[config.mk]
export PLATFORM = sky130hd
export DESIGN_NAME = uart_tx_arbiter
export DESIGN_NICKNAME = d
export VERILOG_FILES = /design/src/rtl/uart_tx_arbiter.sv
export SDC_FILE = /design/constraint.sdc
export NUM_CORES = 1
export LEC_CHECK = 0
export ABC_AREA = 1
export BUFFER_PORTS_ARGS = -buffer_cell sky130_fd_sc_hd__buf_4
export CAP_MARGIN = 10
export CORE_AREA = 2 2 92 94
export CTS_CLUSTER_SIZE = 28
export DETAILED_ROUTE_END_ITERATION = 16
export DIE_AREA = 0 0 94 96
export PLACE_DENSITY = 0.75
export SETUP_SLACK_MARGIN = 0.1
export SYNTH_ARGS = -nofsm -noshare
export SYNTH_HDL_FRONTEND = slang
export SYNTH_SLANG_ARGS = --single-unit
[constraint.sdc]
create_clock -name clk -period 2.9 [get_ports clk]
set_input_delay 0.145 -clock clk [delete_from_list [all_inputs] [get_ports clk]]
set_output_delay 0.145 -clock clk [all_outputs]
set_load 0.05 [all_outputs]
[src/rtl/uart_tx_arbiter.sv]
// -----------------------------------------------------------------------------
// uart_tx_arbiter
//
// Shares one uart_tx byte channel between N_REQ message sources. Arbitration
// is round-robin. Once a requester is granted, it keeps the channel until its
// byte flagged "last" is accepted, so messages never interleave on the wire.
// A watchdog takes the channel back from a granted requester that stops
// presenting bytes in the middle of a message.
//
// Handshake rule (all ports): a byte moves when valid and ready are both high
// at a rising clk edge. A source holds its data/last stable while valid is
// high and ready is low. Ready never depends on a later valid from the same
// side. tx_data/tx_data_valid come from a one-entry output register.
//
// Ports
//   clk, rst_n     : clock, asynchronous active-low reset
//   req_data       : byte from requester i on [i*8 +: 8]
//   req_valid      : requester i presents a byte
//   req_last       : that byte ends requester i's message (qualified by valid)
//   req_ready      : byte from requester i accepted this cycle (combinational)
//   tx_data        : byte to uart_tx
//   tx_data_valid  : tx_data valid, held until tx_data_ready
//   tx_data_ready  : uart_tx accepts the byte
//   grant          : one-hot channel owner, zero when idle (registered)
//   abort          : one-cycle pulse when the watchdog revokes a grant
//   dbg_state      : FSM state (0 = IDLE, 1 = XFER)
//   dbg_ptr        : round-robin search start pointer (zero-extended)
//   dbg_last       : "last" flag of the byte in the output register
// -----------------------------------------------------------------------------
module uart_tx_arbiter #(
    parameter int N_REQ    = 3,
    parameter int IDLE_MAX = 27_000_000
) (
    input  logic               clk,
    input  logic               rst_n,
    input  logic [N_REQ*8-1:0] req_data,
    input  logic [N_REQ-1:0]   req_valid,
    input  logic [N_REQ-1:0]   req_last,
    output logic [N_REQ-1:0]   req_ready,
    output logic [7:0]         tx_data,
    output logic               tx_data_valid,
    input  logic               tx_data_ready,
    output logic [N_REQ-1:0]   grant,
    output logic               abort,
    output logic [1:0]         dbg_state,
    output logic [2:0]         dbg_ptr,
    output logic               dbg_last
);

    localparam int PTR_W = (N_REQ > 1) ? $clog2(N_REQ) : 1;

    typedef enum logic [1:0] {
        ST_IDLE = 2'd0,
        ST_XFER = 2'd1
    } state_t;

    state_t             state_q, state_d;
    logic [N_REQ-1:0]   grant_q, grant_d;
    logic [PTR_W-1:0]   ptr_q, ptr_d;
    logic [31:0]        stall_q, stall_d;
    logic               abort_q, abort_d;
    logic               last_q;

    // Granted requester's signals, selected through the one-hot grant.
    logic [7:0]         sel_data;
    logic               sel_valid;
    logic               sel_last;
    logic [PTR_W-1:0]   nxt_ptr;

    // Round-robin pick.
    logic [2*N_REQ-1:0] valid_dbl;
    logic [N_REQ-1:0]   valid_rot;
    logic               pick_found;
    logic [PTR_W:0]     pick_sum;
    logic [PTR_W-1:0]   pick_idx;
    logic [N_REQ-1:0]   pick_oh;

    logic               slot_free;
    logic               in_xfer;
    logic               load;
    logic               wd_fire;

    assign slot_free = !tx_data_valid || tx_data_ready;
    assign in_xfer   = (state_q == ST_XFER);
    assign load      = in_xfer && sel_valid && slot_free;
    assign wd_fire   = (IDLE_MAX != 0) && (stall_q >= 32'(IDLE_MAX));

    // Mux the granted requester. nxt_ptr is the index after the owner, so the
    // owner goes to the back of the round-robin order when it releases.
    always_comb begin
        sel_data  = 8'h00;
        sel_valid = 1'b0;
        sel_last  = 1'b0;
        nxt_ptr   = '0;
        for (int i = 0; i < N_REQ; i++) begin
            if (grant_q[i]) begin
                sel_data  = req_data[i*8 +: 8];
                sel_valid = req_valid[i];
                sel_last  = req_last[i];
                nxt_ptr   = (i == N_REQ - 1) ? '0 : PTR_W'(i + 1);
            end
        end
    end

    // Rotate the valids so bit 0 is the requester at ptr. The lowest set bit
    // of the rotated vector is the winner. Its offset is added back to ptr
    // and wrapped modulo N_REQ.
    always_comb begin
        valid_dbl  = {req_valid, req_valid};
        valid_rot  = N_REQ'(valid_dbl >> ptr_q);
        pick_found = 1'b0;
        pick_sum   = '0;
        for (int i = N_REQ - 1; i >= 0; i--) begin
            if (valid_rot[i]) begin
                pick_found = 1'b1;
                pick_sum   = {1'b0, ptr_q} + (PTR_W+1)'(i);
            end
        end
        if (pick_sum >= (PTR_W+1)'(N_REQ)) begin
            pick_sum = pick_sum - (PTR_W+1)'(N_REQ);
        end
        pick_idx = pick_sum[PTR_W-1:0];
        pick_oh  = '0;
        for (int i = 0; i < N_REQ; i++) begin
            pick_oh[i] = (pick_idx == PTR_W'(i));
        end
    end

    always_comb begin
        req_ready = '0;
        for (int i = 0; i < N_REQ; i++) begin
            req_ready[i] = in_xfer && grant_q[i] && req_valid[i] && slot_free;
        end
    end

    // Next-state logic. The grant changes only on entry to or exit from
    // XFER. A last handshake takes priority over the watchdog in the same
    // cycle.
    always_comb begin
        state_d = state_q;
        grant_d = grant_q;
        ptr_d   = ptr_q;
        stall_d = stall_q;
        abort_d = 1'b0;
        case (state_q)
            ST_IDLE: begin
                if (pick_found) begin
                    grant_d = pick_oh;
                    stall_d = '0;
                    state_d = ST_XFER;
                end
            end
            ST_XFER: begin
                // Back-pressure from uart_tx (valid high, slot full) is not a
                // stall. Only a granted requester with no byte counts.
                if (load) begin
                    stall_d = '0;
                end else if (!sel_valid && (stall_q != 32'hFFFF_FFFF)) begin
                    stall_d = stall_q + 32'd1;
                end
                if (load && sel_last) begin
                    grant_d = '0;
                    ptr_d   = nxt_ptr;
                    state_d = ST_IDLE;
                end else if (wd_fire) begin
                    abort_d = 1'b1;
                    grant_d = '0;
                    ptr_d   = nxt_ptr;
                    state_d = ST_IDLE;
                end
            end
            default: begin
                grant_d = '0;
                state_d = ST_IDLE;
            end
        endcase
    end

    always_ff @(posedge clk or negedge rst_n) begin
        if (!rst_n) begin
            state_q <= ST_IDLE;
            grant_q <= '0;
            ptr_q   <= '0;
            stall_q <= '0;
            abort_q <= 1'b0;
        end else begin
            state_q <= state_d;
            grant_q <= grant_d;
            ptr_q   <= ptr_d;
            stall_q <= stall_d;
            abort_q <= abort_d;
        end
    end

    // Output register. A new load with tx_data_ready high replaces the byte
    // with no bubble. A byte still here after release or abort drains normally.
    always_ff @(posedge clk or negedge rst_n) begin
        if (!rst_n) begin
            tx_data       <= 8'h00;
            tx_data_valid <= 1'b0;
            last_q        <= 1'b0;
        end else if (load) begin
            tx_data       <= sel_data;
            tx_data_valid <= 1'b1;
            last_q        <= sel_last;
        end else if (tx_data_valid && tx_data_ready) begin
            tx_data_valid <= 1'b0;
        end
    end

    assign grant     = grant_q;
    assign abort     = abort_q;
    assign dbg_state = state_q;
    assign dbg_ptr   = 3'(ptr_q);
    assign dbg_last  = last_q;

endmodule

==> qor.yml, run 1 <==
clock_network:
  clk-insertion-delay-late_ns: 0.31
  cts_setup_buffers: 0
  cts_tree: "built"
  cts_made_buffers: 5
  clk_path_buf_depth: 2
  clock_sinks: 49
  htreeDepth: 2
  clk_pin_slew_ns: 0.09
  cts-root-buf: "clkbuf_8"
min_path:
  hold_path.class: "input port to flip-flop"
sta:
  timing.hold.ws_ns: 0.0376
  fmax_mhz: 411
  worst_pin_slew_ns: 0.980
  relSlewSlack_pct: 34.3
  fin_tns_setup_ns: 0
  fin_crit_sh_pct: 83.9
  rsz0062_at_grt: "false"
  fin_skew_ns: 0.00672
  setup_viol: 0
  fin_crit_ns: 2.43
  finalHoldViolations: 0
  drv_slew: 0
floorplan:
  die_h_microns: 96
  core_sq_um: 8050
  io_pins: 55
  die_w_microns: 94
  core.rowCount: 33
  initial_core_util_pct: 44.2
  dieArea_sq_um: 9020
global_route:
  grt_pass1_wl_microns: 15700
  overflow: 0
  grt_use_total_pct: 21.4
  grt_antenna_before_repair: 0
  grt_pass1_vias: 3473
  grt_max_degree: 50
place:
  placed_area_sq_um: 3990
  dp_hpwl_microns: 6940
  gp_routability_congestion: 0.980
  dp.cells: 693
  port_buffers: 52
synthesis:
  syn_area_sq_um: 3560
  syn_inst: 550
  ys_seq_area_share_pct: 34.5
  synth_warnings: 0
  syn_avg_cell_area_sq_um: 6.47
  synth.distinct_cells: 29
  synth-seq-cells: 49
worst_setup_path:
  path_buf_inv: 2
  crit_chain: "inv_1 -> nand3_1 -> nand3_2 -> clkinv_1 -> nor3_1 -> nand2_1 -> o21ai_0"
  cp_max_fo: 36
  start_kind: "flip-flop"
  cp_slowest_cell: "clkinv_1"
  worstPathRequired_ns: 3.13
  path_class: "flip-flop to flip-flop"
  cp_top_family: "buffers and inverters"
  crit_arrival_ns: 2.67
  slowest_delay_ns: 0.79
  end_kind: "flip-flop"
layout:
  layout_common_cells: "nand2_1, nor2_1, nand3_1"
  drive_gt1_share_pct: 13.6
  layout.cells.non_filler: 702
  fin_area_sq_um: 4100
  area.growth.synth_to_final_pct: 15.3
  layout_commonest_cell: "nand2_1"
  fin_nets: 632
  fillers: 791
  diodes: 0
drt:
  first_pass_iters: 6
  vias_per_cell: 5.30
  drtIter0Drc: 182
  ant_nets: 0
  wl_per_cell_microns: 13.1
  route.detailed.drc: 0
  vias: 3718
  wirelength_microns: 9210
power_and_ir_drop:
  ir_drop_v: 0.000281
  power_leakage_uw: 0.00189
  power_density_nw_per_um2: 698
status:
  status: "finished clean"
job:
  cap_violations: 0
logic make-up (layout without fill, tap and decap cells):
| logic type | after synthesis | after routing | share of synthesized area [%] |
|---|---|---|---|
| simple gates | 360 | 360 | 43.3 |
| buf+inv | 77 | 123 | 9.50 |
| flops | 49 | 49 | 34.5 |
| compound gates | 43 | 43 | 7.39 |
| xor+xnor | 17 | 17 | 4.19 |
| fa+ha+maj | 3 | 3 | 1.06 |
| other cells | 1 | 2 | 0.105 |
Yosys cell counts:
cell | count | area [sq um]
nor2_2 | 4 | 25.0
nor3b_1 | 1 | 7.51
o21ai_1 | 11 | 55.1
clkbuf_1 | 5 | 18.8
ha_1 | 3 | 37.5
conb_1 | 1 | 3.75
o31ai_1 | 1 | 7.51
nand3_2 | 2 | 20.0
dfrtp_1 | 49 | 1230
a41oi_1 | 8 | 70.1
nor3_2 | 1 | 10.0
nand2_1 | 165 | 619
nor2_1 | 87 | 327
o21ai_0 | 17 | 85.1
buf_6 | 4 | 45.0
nor3_1 | 25 | 125
inv_2 | 3 | 11.3
nand3b_1 | 2 | 15.0
buf_2 | 6 | 30.0
buf_4 | 3 | 22.5
nor2_4 | 2 | 22.5
nand3_1 | 61 | 305
nand2_2 | 4 | 25.0
a21oi_1 | 4 | 20.0
inv_1 | 55 | 206
nand4_1 | 6 | 37.5
clkinv_1 | 1 | 3.75
xor2_1 | 17 | 149
a22oi_2 | 2 | 25.0
power by group:
| part | internal [uW] | total, uW | switching [uW] |
|---|---|---|---|
| registers | 804 | 910 | 106 |
| clock network | 194 | 431 | 238 |
| logic | 413 | 1520 | 1110 |
| total | 1410 | 2860 | 1450 |
stage by stage:
| stage | utilization, % | worst slack (ns) | power, uW |
|---|---|---|---|
| after global placement | 49.5 | 0.497 | 2380 |
| final | 50.9 | 0.467 | 2860 |
| after CTS | 50.8 | 0.365 | 2860 |
| after global routing | 50.9 | 0.176 | 3080 |
| after floorplan | - | 0.707 | 2060 |
| after detailed placement | 49.5 | 0.379 | 2430 |
final timing paths:
| check | startpoint | cells after the start | slack (ns) | endpoint |
|---|---|---|---|---|
| setup / recovery | grant[2] | 7 | 0.47 | stall_q[12] |
| min in group asynchronous | rst_n | 2 | 0.40 | ptr_q[1] |
| hold reg to reg | dbg_last | 2 | 0.50 | dbg_last |
| hold / removal | tx_data_ready | 2 | 0.04 | tx_data_valid |
| max in group asynchronous | rst_n | 2 | 2.09 | stall_q[26] |
| setup reg to reg | grant[2] | 7 | 0.47 | stall_q[12] |
area by class of cell:
class | instances | area (sq um) | area share [%]
multi-input cells | 425 | 2000 | 48.8
flip-flops and latches | 49 | 1230 | 29.9
repair buffers | 56 | 423 | 10.3
inverters | 59 | 221 | 5.40
well taps | 105 | 131 | 3.21
clock buffers | 6 | 82.6 | 2.01
clock inverters | 2 | 13.8 | 0.336
state kept, by name, indices dropped and copies added (netlist names):
name and cells:
tx_data_valid 1, tx_data 8, dbg_last 1, stall_q 32, grant 3, ptr_q 2, dbg_state 1, abort 1
metal layers:
metal  vias up  share of wire, %  global-route usage (%)  wire, microns
li1       1847                 -                       -              -
met3        25               6.7                    3.29            616
met2       139                43                    35.1           4000
met5         -                 0                       0              0
met1      1707                48                    29.6           4400
met4         0               2.2                    6.16            199
worst register-to-register path: cells and delay by family (launching register included):
kind | cells | cell delay [ns]
compound gates | 1 | 0.07
buf+inv | 2 | 0.92
flops | 1 | 0.54
simple gates | 4 | 0.82
repair_timing:
action	CTS	global route
setup endpoints to repair	0	2
hold buffers	1	0
resized for setup	0	1
hold endpoints to repair	49	0
No activity file was read; power rests on OpenSTA's default activity.
==> inputs of run 2 (changes only) <==
- clock period: 2.9 -> 2.4 ns (I/O delays scaled with it)
==> run 2 against run 1 <==
Die area stayed put. Final cell count is 0.71% higher. First-iteration DRC count is 61% higher. Design area is 1.1% higher. Via count is 1.1% lower. Fmax is 23% higher. Combinational power is 27% higher. Clock-buffer cell count is 1 lower. Sequential cell count stayed put. Setup slack worse by 0.051 ns. Power is 23% higher. Utilization is 0.54 points higher.
==> qor.yml, run 2 (same netlist as run 1, synthesis figures left out) <==
sta:
  drv_slew: 0
  worst_pin_slew_ns: 0.615
  fin_crit_ns: 1.98
  fin_tns_setup_ns: 0
  rsz0062_at_grt: "false"
  worst_slack_ns: 0.416
  fmax_mhz: 504
  fin_skew_ns: 0.00754
  finalHoldViolations: 0
  setup_viol: 0
  relSlewSlack_pct: 59.0
  fin_crit_sh_pct: 82.7
drt:
  wl_met1_microns: 4230
  route.detailed.drc: 0
  met3WireLength_microns: 651
  vias: 3677
  drtIter0Drc: 293
  ant_nets: 0
  first_pass_iters: 7
  maxUsedRoutingLayer: "met4"
  dr_wl_met2_microns: 4050
  vias_per_cell: 5.20
  wl_per_cell_microns: 12.8
  wirelength_microns: 9050
worst_setup_path:
  cp_max_fo: 25
  end_kind: "flip-flop"
  start_kind: "flip-flop"
  crit_arrival_ns: 2.19
  worstPathRequired_ns: 2.61
  path_class: "flip-flop to flip-flop"
place:
  pre_cts_slack_ns: 0.267
  port_buffers: 52
  dp_hpwl_microns: 6770
  gp_routability_congestion: 1.02
clock_network:
  cts_tree: "built"
  htreeDepth: 2
  cts_made_buffers: 5
  cts-root-buf: "clkbuf_8"
  cts_setup_buffers: 0
  clk_path_buf_depth: 2
  clk_pin_slew_ns: 0.10
  clk-insertion-delay-late_ns: 0.31
  clock_sinks: 49
layout:
  drive_gt1_share_pct: 14.3
  layout_common_cells: "nand2_1, nor2_1, nand3_1"
  fillers: 786
  layout_commonest_cell: "nand2_1"
  regMostFlops: "stall_q"
  fin_nets: 637
  diodes: 0
  largest_reg_flops: 32
  area.growth.synth_to_final_pct: 16.5
floorplan:
  core.rowCount: 33
  die_h_microns: 96
  dieArea_sq_um: 9020
  initial_core_util_pct: 44.2
  io_pins: 55
  core_sq_um: 8050
  die_w_microns: 94
status:
  status: "finished clean"
global_route:
  grt_use_total_pct: 21.2
  grt_pass1_wl_microns: 15600
  grt_max_degree: 50
  grt_pass1_vias: 3408
  grt_antenna_before_repair: 0
  overflow: 0
power_and_ir_drop:
  ir_drop_v: 0.000267
  fin_total_pwr_uw: 3510
  power_density_nw_per_um2: 848
  power_leakage_uw: 0.00192
min_path:
  hold_path.class: "input port to flip-flop"
job:
  cap_violations: 0
run 2: layout make-up:
| cell class | instances | area (sq um) | share of cell area, % |
|---|---|---|---|
| Multi-Input combinational cell | 425 | 2000 | 48.3 |
| Sequential cell | 49 | 1230 | 29.6 |
| Timing Repair Buffer | 61 | 473 | 11.4 |
| Inverter | 59 | 221 | 5.35 |
| Tap cell | 105 | 131 | 3.17 |
| Clock buffer | 5 | 68.8 | 1.66 |
| Clock inverter | 3 | 21.3 | 0.513 |
run 2: power by group:
part / switching, uW / internal, uW
Clock: 294 / 207
Sequential: 115 / 971
Combinational: 1360 / 565
Total: 1770 / 1740
run 2: worst max-delay path, stage by stage (launching register included):
cell,delay [ns]
dfrtp_1,0.38
ha_1,0.21
nand2_1,0.09
nor2_2,0.17
nand2_2,0.13
nor2_4,0.15
nand2_1,0.08
nand3_2,0.09
nand2_4,0.20
buf_12,0.23
nand3_1,0.09
o21ai_1,0.07
run 2: metal layers:
| layer | track usage, % | vias to the layer above |
|---|---|---|
| met5 | 0 | - |
| met4 | 5.56 | 0 |
| met3 | 3.13 | 11 |
| met2 | 35.1 | 134 |
| met1 | 29.3 | 1677 |
| li1 | - | 1855 |
run 2: final timing paths:
path	startpoint	to	slack (ns)	cells after the start
setup reg to reg	stall_q[0]	stall_q[14]	0.42	11
hold reg to reg	dbg_last	dbg_last	0.49	2
min in group asynchronous	rst_n	grant[1]	0.36	2
setup / recovery	stall_q[0]	stall_q[14]	0.42	11
max in group asynchronous	rst_n	stall_q[31]	1.62	2
hold / removal	tx_data_ready	tx_data_valid	0.008	2
run 2: metrics by stage:
step	std cells	cell area, sq um	hold slack, ns	util (%)
global placement	698	4040	0.185	50.1
finish	707	4140	0.00775	51.5
detailed placement	698	4040	0.180	50.1
floorplan	551	3560	-0.176	-
global route	707	4140	0.0262	51.5
CTS	707	4140	0.0191	51.4
run 2: repair_timing:
| action | CTS | global route |
|---|---|---|
| hold buffers | 1 | 0 |
| endpoints found under the setup margin | 0 | 8 |
| gates resized for setup | 0 | 1 |
| hold endpoints to repair | 49 | 0 |
==> inputs of run 3 (changes only) <==
- ABC_AREA: 1 -> 0
- CORE_AREA: 2 2 92 94 -> 2 2 85 87
- DIE_AREA: 0 0 94 96 -> 0 0 87 89
- PLACE_DENSITY: 0.75 -> 0.78
- clock period: 2.4 -> 1.8 ns (I/O delays scaled with it)
==> run 3 against run 2 <==
The flow now finishes with violations (negative setup slack). Hold slack better by 0.040 ns. Clock power rose by 89%. Sequential power up 34%. Area after synthesis shrank 17%. Power rose by 83%. Fmax down 6.3%. Clock skew is 0.0024 ns lower. Synthesized cell count fell by 37%. Via count shrank 6.0%. Critical endpoint is now stall_q[25].
==> qor.yml, run 3 <==
job:
  cap_violations: 0
layout:
  area.growth.synth_to_final_pct: 61.8
  fillers: 439
  drive_gt1_share_pct: 49.6
  multi_input_area_sq_um: 2080
  layout_commonest_cell: "buf_4"
  regMostFlops: "stall_q"
  diodes: 0
  fin_area_sq_um: 4800
  seqCellArea_sq_um: 1240
  largest_reg_flops: 32
  fin_nets: 519
  layout_common_cells: "buf_4, dfrtp_1, nor2_1"
worst_setup_path:
  crit_chain: "a21o_1 -> o21a_2 -> or2_4 -> or3_4 -> or4_4 -> a21oi_2"
  end_kind: "flip-flop"
  reg2reg_depth: 6
  start_kind: "flip-flop"
  path_class: "flip-flop to flip-flop"
  slowest_delay_ns: 0.43
  cp_max_fo: 3
  reg2reg_from: "grant[1]"
  worstPathRequired_ns: 2.04
  cp_slowest_cell: "dfrtp_2"
  r2r-end: "stall_q[25]"
  cp_top_family: "simple AND/OR/NAND/NOR gates"
  reg2reg_setup_slack_ns: -0.32
  crit_arrival_ns: 2.36
  path_buf_inv: 0
synthesis:
  syn_area_sq_um: 2970
  synth_edf_count: 0
  yosysTopAreaCell: "dfrtp_1"
  synthTopCellsByCount: "dfrtp_1, nand2_1, nor2_1"
  syn_inst: 346
  ys_seq_area_share_pct: 41.3
  synth_warnings: 0
  synth_ff_type: "dfrtp_1"
  synth-seq-cells: 49
  async_reset_ff_share_pct: 100
  synth_top_area_share_pct: 41.3
  synth.distinct_cells: 52
  synth_area_leaders: "dfrtp_1, nand2_1, xor2_1, nor2_1, o21ai_0"
  syn_avg_cell_area_sq_um: 8.58
  synth_most_common_cell: "dfrtp_1"
drt:
  vias: 3458
  wl_met1_microns: 4210
  route.detailed.drc: 0
  met3WireLength_microns: 639
  drtIter0Drc: 246
  wl_per_cell_microns: 19.6
  first_pass_iters: 5
  vias_per_cell: 6.13
  dr_wl_met2_microns: 5690
  maxUsedRoutingLayer: "met4"
  wirelength_microns: 11100
  ant_nets: 0
global_route:
  overflow: 0
  grt_max_degree: 50
  grt_antenna_before_repair: 0
  grt_pass1_wl_microns: 15500
  grt_pass1_vias: 3169
  grt_use_total_pct: 25.8
sta:
  worst_slack_ns: -0.317
  fin_crit_sh_pct: 118
  fin_tns_setup_ns: -3.05
  fmax_mhz: 472
  rsz0062_at_grt: "true"
  finalHoldViolations: 0
  relSlewSlack_pct: 58.1
  drv_slew: 0
  fin_skew_ns: 0.00513
  fin_crit_ns: 2.12
  worst_pin_slew_ns: 0.628
  setup_viol: 32
floorplan:
  core.rowCount: 30
  io_pins: 55
  die_w_microns: 87
  dieArea_sq_um: 7740
  initial_core_util_pct: 44.2
  die_h_microns: 89
  core_sq_um: 6720
power_and_ir_drop:
  power_leakage_uw: 0.00214
  p_comb_share_pct: 62.7
  ir_drop_v: 0.00124
  power_density_nw_per_um2: 1340
  p_sw_uw: 2870
  clkPwrFrac_pct: 14.7
  pwr-share-seq_pct: 22.6
  internal_power_uw: 3570
  fin_total_pwr_uw: 6440
  sw_frac_of_total_pct: 44.5
min_path:
  whs_path_depth: 3
  hold_path.class: "input port to flip-flop"
  holdPathEnd: "tx_data[1]"
  hold_start: "req_data[17]"
place:
  gp_routability_congestion: 0.906
  dp_hpwl_microns: 6290
  port_buffers: 52
  placed_area_sq_um: 4050
clock_network:
  cts-root-buf: "clkbuf_8"
  clk_pin_slew_ns: 0.09
  htreeDepth: 2
  cts_made_buffers: 5
  cts_tree: "built"
  clk-insertion-delay-late_ns: 0.31
  clock_sinks: 49
  clk_path_buf_depth: 2
status:
  violations: "negative setup slack"
  status: "complete, but fails checks"
-- run 3: cell types whose count changed in the layout (fill, tap and decap cells not counted), sizes merged, moves of 16 or more --
cell	delta
buf	+90
inv	-54
nand2	-125
nand3	-46
nor2	-54
nor3	-16
-- run 3: cells by family (layout without fill, tap and decap cells) --
logic type	count (synthesis)	in the layout	synth area share, %
XOR/XNOR	27	27	7.96
AO/OA/AOI/OAI	62	62	14.0
adder cells (fa/ha/maj)	3	3	1.26
buffers and inverters	27	164	4.09
flip-flops	49	49	41.3
AND/OR/NAND/NOR	174	174	30.1
other	1	2	0.126
multiplexers	3	3	1.10
-- run 3: power by group through the flow --
stage / combinational, uW / sequential (uW) / clock (uW)
4_1_cts: 3530 / 1440 / 941
3_5_place_dp: 3040 / 1480 / 0
3_3_place_gp: 2960 / 1460 / 0
5_1_grt: 4280 / 1480 / 992
2_1_floorplan: 1410 / 2030 / 0
6_report: 4040 / 1460 / 945
-- run 3: cell type report --
cell class	count	share of cell area [%]
clock buffer	5	1.43
tap	80	2.08
clock inverter	3	1.35
inverter	5	0.391
timing repair buffer	151	25.8
sequential	49	25.7
multi-input combinational	271	43.2
-- run 3: stage by stage --
step / hold WS (ns) / setup slack (ns) / util (%) / cells
final: 0.0479 / -0.317 / 71.5 / 564
after CTS: 0.0690 / -0.221 / 68.2 / 553
after global routing: 0.0769 / -0.338 / 71.5 / 564
after detailed placement: 0.143 / -0.264 / 60.3 / 531
after global placement: 0.140 / -0.165 / 60.3 / 531
after floorplan: -0.206 / -0.463 / - / 347
-- run 3: worst max-delay path by stage --
| stage | slack [ns] | endpoint | startpoint | depth (start not counted) |
|---|---|---|---|---|
| after detailed placement | -0.26 | stall_q[25] | stall_q[3] | 7 |
| final | -0.32 | stall_q[25] | grant[1] | 6 |
| after floorplan | -0.46 | stall_q[25] | grant[2] | 7 |
| after CTS | -0.22 | stall_q[25] | grant[1] | 6 |
| after global placement | -0.16 | stall_q[23] | grant[1] | 7 |
| after global routing | -0.34 | stall_q[25] | grant[1] | 6 |
-- run 3: repair_timing --
action                                  CTS  global route
buffers inserted                         13            14
hold buffers                              1             0
endpoints found under the setup margin   37            49
gates cloned                              0             0
endpoints found under the hold margin    49             0
gates resized for setup                  61            38
pin swaps                                40            38
-- run 3: worst min-delay path, stage by stage --
cell	delay, ns
buf_4	0.08
o21ai_1	0.04
o21ai_1	0.11
-- run 3: per-layer routing --
metal	track usage, %	vias to the layer above
li1	-	1505
met1	32.1	1704
met2	44.2	186
met3	3.97	63
met4	11.6	0
met5	0	-
